## src/rtl/logic_unit_arbiter.sv

```systemverilog
// logic_unit_arbiter
//   Shares one external 4-bit logic unit (Sel: 0=A&B, 1=A|B, 2=A^B, 3=~A)
//   among NREQ requesters. It uses round-robin arbitration and a valid/ready
//   handshake per requester. Operands are captured into lu_a/lu_b/lu_sel at
//   grant. The result is registered and returned with the requester id.
//   Sequence: IDLE (grant) -> EXEC (unit evaluates) -> RESP (hold until taken).
// Ports
//   clk, rst          clock; synchronous active-high reset
//   req_valid/ready   per-requester handshake; req_ready is the one-hot grant
//   req_a/b/sel       packed operands, requester i at [4i+3:4i] / [2i+1:2i]
//   lu_a/b/sel, lu_e  drive to / result from the shared logic unit
//   rsp_valid/ready   result handshake; rsp_id, rsp_data carry the result
//   busy              high whenever not IDLE
//   op_count          completed-op counter, present only with LU_OPCNT_EN defined
module logic_unit_arbiter #(
  parameter int NREQ = 4,
  parameter int IDW  = 2
) (
  input  logic              clk,
  input  logic              rst,
  input  logic [NREQ-1:0]   req_valid,
  output logic [NREQ-1:0]   req_ready,
  input  logic [4*NREQ-1:0] req_a,
  input  logic [4*NREQ-1:0] req_b,
  input  logic [2*NREQ-1:0] req_sel,
  output logic [3:0]        lu_a,
  output logic [3:0]        lu_b,
  output logic [1:0]        lu_sel,
  input  logic [3:0]        lu_e,
  output logic              rsp_valid,
  input  logic              rsp_ready,
  output logic [IDW-1:0]    rsp_id,
  output logic [3:0]        rsp_data,
  output logic              busy
`ifdef LU_OPCNT_EN
  , output logic [15:0]     op_count
`endif
);

  typedef enum logic [1:0] {IDLE, EXEC, RESP} state_t;

  state_t         state, state_n;
  logic [IDW-1:0] rr_ptr;
  logic [IDW-1:0] win;
  logic           any;
  logic           grant;
  int             idx;

  // The search walks the offsets from highest to lowest. The last match
  // written is therefore the first valid requester at or after rr_ptr.
  always_comb begin
    win = '0;
    any = 1'b0;
    idx = 0;
    for (int k = NREQ-1; k >= 0; k--) begin
      idx = int'(rr_ptr) + k;
      if (idx >= NREQ) idx = idx - NREQ;
      if (req_valid[idx]) begin
        win = IDW'(idx);
        any = 1'b1;
      end
    end
  end

  always_ff @(posedge clk) begin
    if (rst) state <= IDLE;
    else     state <= state_n;
  end

  // The grant depends only on state and req_valid. This gives rsp_ready no
  // path to req_ready.
  always_comb begin
    state_n   = state;
    grant     = 1'b0;
    req_ready = '0;
    case (state)
      IDLE: if (any) begin
        grant   = 1'b1;
        state_n = EXEC;
      end
      EXEC:    state_n = RESP;
      RESP:    if (rsp_ready) state_n = IDLE;
      default: state_n = IDLE;
    endcase
    if (grant && !rst) req_ready[win] = 1'b1;
  end

  assign busy = (state != IDLE);

  always_ff @(posedge clk) begin
    if (rst) begin
      rr_ptr    <= '0;
      lu_a      <= '0;
      lu_b      <= '0;
      lu_sel    <= '0;
      rsp_valid <= 1'b0;
      rsp_id    <= '0;
      rsp_data  <= '0;
    end else begin
      if (grant) begin
        lu_a   <= req_a[4*int'(win) +: 4];
        lu_b   <= req_b[4*int'(win) +: 4];
        lu_sel <= req_sel[2*int'(win) +: 2];
        rsp_id <= win;
        rr_ptr <= (int'(win) == NREQ-1) ? '0 : win + IDW'(1);
      end
      if (state == EXEC) begin
        rsp_data  <= lu_e;
        rsp_valid <= 1'b1;
      end
      if (state == RESP && rsp_ready) rsp_valid <= 1'b0;
    end
  end

`ifdef LU_OPCNT_EN
  always_ff @(posedge clk) begin
    if (rst)                          op_count <= '0;
    else if (rsp_valid && rsp_ready)  op_count <= op_count + 16'd1;
  end
`endif

endmodule

```

## config.mk

```make
export PLATFORM = sky130hd
export DESIGN_NAME = logic_unit_arbiter
export DESIGN_NICKNAME = d
export VERILOG_FILES = /design/src/rtl/logic_unit_arbiter.sv
export SDC_FILE = /design/constraint.sdc
export NUM_CORES = 1
export LEC_CHECK = 0
export ABC_AREA = 1
export CORE_UTILIZATION = 41
export DETAILED_ROUTE_END_ITERATION = 10
export GPL_ROUTABILITY_DRIVEN = 0
export MAX_ROUTING_LAYER = met4
export PLACE_DENSITY = 0.8
export SLEW_MARGIN = 30
export SYNTH_ARGS = -nofsm -noshare
export SYNTH_HDL_FRONTEND = slang
export SYNTH_SLANG_ARGS = --single-unit
```

## constraint.sdc

```tcl
create_clock -name clk -period 2.02 [get_ports clk]
set_input_delay 0.303 -clock clk [delete_from_list [all_inputs] [get_ports clk]]
set_output_delay 0.303 -clock clk [all_outputs]
set_load 0.01 [all_outputs]
```

==> impl_metrics.yaml <==
run_status:
  outcome: "complete, but fails checks"
  violations: "setup timing"
floorplan:
  die_width_um: 63.4
  coreArea_mm2: 0.00347
  die-area_mm2: 0.00402
  dieHeight_um: 63.4
  fp-row-count: 21
  io_pins: 73
  start_util_pct: 44.5
placed_design:
  detailedPlacementHpwl_um: 3270
  post_dp_cell_area_mm2: 0.00238
  placedCellCount: 395
  pre_cts_ws_ns: -0.575
  port_buffers: 72
detailed_routing:
  dr.pass1.iters: 5
  vias: 1968
  drc: 0
  totalWireLength_um: 4920
  routed_via_density: 4.86
  drt_iter0_markers: 75
  routedWlPerCell_um: 12.1
  antenna_left: 0
global_route:
  grt_usage_pct: 25.4
  grt_overflow: 0
  antenna_found_initial: 0
  grt_first_pass_wirelength_um: 7940
  grt_pass1_vias: 1884
  grt_max_degree: 26
setup_path:
  end_kind: "output pin"
  cp_max_fo: 6
  start_kind: "register"
  critPathArrivalTime_ns: 1.86
  reg2reg_depth: 12
  critPathMaxStageDelay_ns: 0.38
  crit_slowest_cell: "dfxtp_4"
  cpMostUsedCell: "nand2_2"
  path_cells: "buf_6 > o21ai_4 > nand3_2 > nand2_2 > nand2_2 > nand2_1 > nand2_1 > nand2_2 > ha_4 > inv_2 > nor2_1 > buf_2"
  critPathKind: "register to output pin"
  cp.required_ns: 1.72
power:
  ir_drop_v: 0.000774
  p_per_area_mw_per_mm2: 1390
  p_int_uw: 1990
  sw_frac_of_total_pct: 47.3
  sequentialPowerShare_pct: 18.2
  p_leak_uw: 0.00141
  comb_power_share_pct: 74.3
  clkPwrFrac_pct: 7.5
  p_sw_uw: 1790
clock_tree:
  cts_buffer_depth: 2
  htreeDepth: 1
  cts_sinks: 21
  clkLatencyLatePin_ns: 0.26
  cts_buffers: 3
  cts_root_buf: "clkbuf_8"
  cts_tree: "done"
  path_clk_slew_ns: 0.08
layout:
  fill_cells: 261
  drive_gt1_share_pct: 21.7
  fin_cells: 405
  syn_to_final_growth_pct: 76.7
  final_cell_mix: "clkdlybuf4s50_1 (64), inv_1 (60), nand3_1 (50)"
  nets: 413
  num_antenna_cells: 0
  final_cell_area_mm2: 0.00273
  layout_commonest_cell: "clkdlybuf4s50_1"
sta:
  tightest_slew_ns: 0.336
  postLayoutSetupSlackWorst_ns: -0.146
  post-route-period-util_pct: 107
  grt_setup_unrepaired: "yes"
  slew_headroom_pct: 77.5
  slew_violations: 0
  fin_skew_ns: 0.00658
  fmax_mhz: 462
  hold_viol_final: 0
  fin_crit_ns: 2.17
  hold-worst-slack_ns: 0.510
  tns_ns: -0.422
  setup_violations: 4
yosys:
  synthDistinctLibCells: 22
  yosysWarningCount: 0
  avgSynthCellArea_um2: 5.70
  yosys.area.top_type: "dfxtp_1"
  synthCells: 271
  synth_nets: 324
  syn_area_mm2: 0.00154
  synth_top_area_share_pct: 27.2
  synthTopCellsByArea: "dfxtp_1 (27%), nand3_1 (19%), inv_1 (16%), nand2_1 (13%), nor2_1 (8.8%)"
  ys_seq_elements: 21
  ys_seq_area_share_pct: 27.2
min_path:
  holdPathStages: 2
  min_path_type: "register to register"
flow_run:
  cap_viol_max_count: 0
kinds of logic (layout without fill, tap and decap cells):
logic type	Yosys count	after routing	synth area share (%)
AND/OR/NAND/NOR	152	152	42.4
buffers and inverters	79	167	21.2
flip-flops	21	21	27.2
AO/OA/AOI/OAI	16	16	6.97
adder cells (fa/ha/maj)	2	2	1.62
XOR/XNOR	1	1	0.567
repair_timing:
action	CTS	global route
setup buffers	6	1
gates cloned	0	0
hold buffers	0	0
pin swaps	18	21
resized for setup	62	26
setup endpoints to repair	4	5
path summary, 6_finish.rpt:
| path | end | slack [ns] | from |
|---|---|---|---|
| setup / recovery | req_ready[3] | -0.15 | rr_ptr[0] |
| hold / removal | rsp_id[0] | 0.51 | rsp_id[0] |
| setup reg to reg | lu_b[0] | 0.09 | rr_ptr[0] |
| hold reg to reg | rsp_id[0] | 0.51 | rsp_id[0] |
flip-flops by register name (all words and copies together), names as in the netlist:
name / cells
rsp_data: 4
lu_sel: 2
rsp_valid: 1
lu_a: 4
state: 2
lu_b: 4
rsp_id: 2
rr_ptr: 2
layer usage:
layer | up-vias | routed length, um | GRT usage (%)
met5 | - | 0 | -
met4 | 0 | 42 | 8.52
met3 | 6 | 261 | 4.35
met2 | 75 | 2520 | 45.5
met1 | 886 | 2090 | 28.2
li1 | 1001 | - | -
worst max-delay path, delay by kind of cell, from the launching register on:
kind                     cells  cell delay (ns)
AO/OA/AOI/OAI                1             0.21
AND/OR/NAND/NOR              7             0.56
buffers and inverters        3             0.31
adder cells (fa/ha/maj)      1             0.14
flip-flops                   1             0.38
synthesized netlist by cell type:
| cell | number |
|---|---|
| nand2_2 | 2 |
| o211ai_1 | 1 |
| buf_6 | 3 |
| o32ai_1 | 1 |
| o21ai_2 | 1 |
| nand2_1 | 54 |
| nor2_1 | 36 |
| inv_1 | 65 |
| ha_1 | 2 |
| nand3b_1 | 1 |
| xnor2_1 | 1 |
| nor2_2 | 1 |
| a21oi_1 | 3 |
| buf_2 | 7 |
| o21ai_1 | 1 |
| o21ai_0 | 7 |
| clkbuf_1 | 2 |
| a31oi_1 | 1 |
| nand3_1 | 58 |
| a31oi_4 | 1 |
| dfxtp_1 | 21 |
| inv_2 | 2 |
metrics by stage:
step / total power [uW] / utilization [%]
after global routing: 4080 / 78.6
after detailed placement: 2860 / 68.7
after global placement: 2820 / 68.7
after floorplan: 2040 / -
final: 3780 / 78.6
after CTS: 3490 / 75.5
area by class of cell:
| class | count | area, um2 | share of cell area [%] |
|---|---|---|---|
| flip-flops and latches | 21 | 428 | 15.7 |
| repair buffers | 96 | 897 | 32.9 |
| multi-input cells | 171 | 1040 | 38.2 |
| clock buffers | 3 | 41.3 | 1.51 |
| well taps | 46 | 57.6 | 2.11 |
| clock inverters | 1 | 7.51 | 0.275 |
| inverters | 67 | 254 | 9.31 |
power by group through the flow:
stage | combinational [uW] | sequential (uW) | clock [uW]
after floorplan | 1310 | 720 | 0
after global placement | 2150 | 671 | 0
after detailed placement | 2190 | 671 | 0
after CTS | 2510 | 686 | 286
after global routing | 3070 | 705 | 312
final | 2810 | 689 | 282
(Power assumes the default switching activity.)
==> edit 1: new RTL, config.mk and constraints unchanged <==
Add a define of `LU_OPCNT_EN`.
--- a/src/rtl/logic_unit_arbiter.sv
+++ b/src/rtl/logic_unit_arbiter.sv
@@ -12,6 +12,8 @@
 //   rsp_valid/ready   result handshake; rsp_id, rsp_data carry the result
 //   busy              high whenever not IDLE
 //   op_count          completed-op counter, present only with LU_OPCNT_EN defined
+`define LU_OPCNT_EN
+
 module logic_unit_arbiter #(
   parameter int NREQ = 4,
   parameter int IDW  = 2
Behaviour (old outputs only; new: op_count): unchanged (equiv_simple and equiv_induct, registers matched by name and starting in step).
==> edit 1 against the unedited design <==
The run still ends with setup timing left. First-iteration DRC count increased by 80%. Synthesized area increased by 29%. Register-to-register slack improved by 30 ps. Combinational power decreased by 12%. Worst setup slack improved by 9.8 ps. Power increased by 8.9%. Cell area increased by 29%. Wire length increased by 35%. Non-clock buffer count increased by 38. Fmax increased by 0.46%. Sequential cell count increased by 16. Cell count increased by 21%. Critical path depth increased by 1. Critical path type unchanged. Critical endpoint unchanged. Highest routed layer unchanged.
==> edit 1: results (changes against the unedited design) <==
DP Area 3080 um^2 (+29%); routed wl met2 3290 um (+31%); reg2reg setup slack 120 ps (+30 ps); Multi-input gate area 1250 um^2 (+20%); worst stage delay on the critical path 410 ps (+30 ps); multi-input combinational area share 0.356 (-0.0258); Total GRT Usage 0.275 (+0.0207); Register Area 746 um^2 (+74%); total leakage power 1.53 nW (+8.7%); library cells used by synthesis 24 (+9.1%); failing checks setup timing; top cells by area, synth dfxtp_1 (37%), nand2_1 (18%), nand3_1 (15%); Sink Count 37 (+76%); Placed Cells incl. Taps 468 (+18%); M3 GR Usage 0.0689 (+0.0254); met3 routed wirelength 428 um (+64%); Clk. pwr 0.000669 W (+140%); largest net degree at the start of global routing 21 (-19%); first-pass GRT wire length 10,800 um (+35%); grt met1 use 0.314 (+0.0314); Final #Nets 492 (+19%); WL/cell 13.5 um (+11%); Worst R2R End lu_a[3]; Clock Buffer Count 7 (+4); DRC violation total after the first TritonRoute iteration 135 (+80%); met2 Resource Use GR 0.474 (+0.0190); post_cts resized 71 (+15%); sw frac 0.404 (-0.0687); status complete, but fails checks; port bufs 88 (+22%); number of fill cells 335 (+28%); final setup violation count 4 (unchanged); Signal buf overhead 0.351 (+0.0224); multi-input gates 236 (+38%); H-tree levels 2 (+1); post-route setup slack -136 ps (+9.83 ps); Worst Hold Margin 456 ps (-54.7 ps); Hold EP lu_b[3]; Comb pwr share 0.601 (-0.142); Setup Slack @ Placement -646 ps (-71.1 ps); Post-synth top cells nand2_1 (93), nand3_1 (61), dfxtp_1 (37), nor2_1 (35), inv_1 (24); invs w/o clock 25 (-63%); critical path fanouts, max 5 (-1); Worst-Skew Late Latency 300 ps (+40 ps); share of layout cells above drive strength 1 0.236 (+0.0191)
edit 1: critical path: cells and delay by family (launching register included):
kind	cells	cell delay, ps
AOI/OAI and AO/OA	1	90
and+or+nand+nor	8	620
adders and majority gates	1	130
DFF	1	410
buffers and inverters	3	320
edit 1: kinds of logic (layout without fill, tap and decap cells):
| kind of cell | Yosys count | count (layout) | share of synthesized area |
|---|---|---|---|
| DFF | 37 | 37 | 0.372 |
| adders and majority gates | 2 | 2 | 0.0126 |
| buffers and inverters | 38 | 167 | 0.0886 |
| xor gates and xnor gates | 3 | 3 | 0.0132 |
| AOI/OAI and AO/OA | 28 | 28 | 0.0748 |
| and+or+nand+nor | 203 | 203 | 0.439 |
edit 1: worst max-delay path by stage:
stage / endpoint / slack [ps] / cells past startpoint
after floorplan: req_ready[3] / 110 / 13
after global placement: req_ready[3] / -580 / 13
after detailed placement: req_ready[3] / -650 / 13
after CTS: req_ready[3] / -40 / 13
after global routing: req_ready[3] / -250 / 13
final: req_ready[3] / -140 / 13
==> edit 2: new RTL, same settings <==
Made on the original files. Re-encode `state_t` (3 states) as one-hot, 3 bits wide.
--- a/src/rtl/logic_unit_arbiter.sv
+++ b/src/rtl/logic_unit_arbiter.sv
@@ -37,7 +37,7 @@
 `endif
 );
 
-  typedef enum logic [1:0] {IDLE, EXEC, RESP} state_t;
+  typedef enum logic [2:0] {IDLE = 3'b001, EXEC = 3'b010, RESP = 3'b100} state_t;
 
   state_t         state, state_n;
   logic [IDW-1:0] rr_ptr;
Formal check against the unedited RTL: same outputs for any inputs over 10 cycles, from zero or initial values and one cycle with rst high; not proved beyond that.
==> edit 2 against the unedited design <==
The flow still finishes with violations (setup timing). Critical path type unchanged. Cell area is 0.28% lower. Via count fell by 4.3%. Critical endpoint unchanged. Combinational power is 5% lower. Worst setup slack got worse by 45 ps. Wire length down 0.98%. Synthesized area is 1.7% lower. Largest cell class unchanged. Sequential cell count is 1 higher. Power grew 0.29%. Highest routed layer unchanged.
==> edit 2: results (changes against the unedited design) <==
status complete, but fails checks; failing checks setup timing; Power Internal 0.00211 W (+6.1%); first-pass GRT wire length 7660 um (-3.6%); Setup Slack @ Placement -672 ps (-97.0 ps); WL met1 1970 um (-6.0%); peak supply drop 0.801 mV (+3.5%); grt met1 use 0.268 (-0.0146); Post-synth top cells nand2_1 (67), nand3_1 (47), inv_1 (34), dfxtp_1 (22), nor2_1 (13); Sink Count 22 (+4.8%); register area share after synthesis 0.290 (+0.0179); syn_nets 288 (-11%); Pre-antenna DRT Iters 4 (-1); met2 Resource Use GR 0.466 (+0.0112); post-route setup slack -191 ps (-44.9 ps); adder-cell share of the synthesized area 0.00824 (-0.00796); TNS Setup -688 ps (-267 ps); M3 GR Usage 0.0365 (-0.00698); total leakage power 1.28 nW (-9.4%); top cells by area, synth dfxtp_1 (29%), nand2_1 (17%), nand3_1 (15%); final setup violation count 4 (unchanged); Clock Skews 4.84 ps (-1.73 ps); met3 routed wirelength 333 um (+28%); Total GRT Usage 0.244 (-0.00992); Worst Hold Margin 457 ps (-53.7 ps); Signal buf overhead 0.353 (+0.0244); Clock buf/inv share 0.0262 (+0.00833); library cells used by synthesis 27 (+23%); post-CTS setup buffer count 5 (-1); multi-input gates 168 (-1.8%); Post-DP HPWL 3320 um (+1.4%)
-- edit 2: changes by cell type after synthesis, moves of 6 or more --
cell and delta:
nand2_1 +13, inv_1 -31, nor2_1 -23, nand3_1 -11, buf_2 -7, o21ai_0 -6
-- edit 2: power groups by stage --
stage	combinational, W	sequential (W)	clock (W)
2_1_floorplan	0.00135	0.000750	0
3_3_place_gp	0.00225	0.000685	0
3_5_place_dp	0.00229	0.000690	0
4_1_cts	0.00250	0.000697	0.000416
5_1_grt	0.00290	0.000724	0.000443
6_report	0.00267	0.000700	0.000416
-- edit 2: path summary, 6_finish.rpt --
| check | start | end | cells after the start |
|---|---|---|---|
| setup / recovery | rr_ptr[0] | req_ready[3] | 13 |
| setup reg to reg | rr_ptr[0] | state[0] | 12 |
| hold reg to reg | lu_sel[0] | lu_sel[0] | 2 |
| hold / removal | lu_sel[0] | lu_sel[0] | 2 |
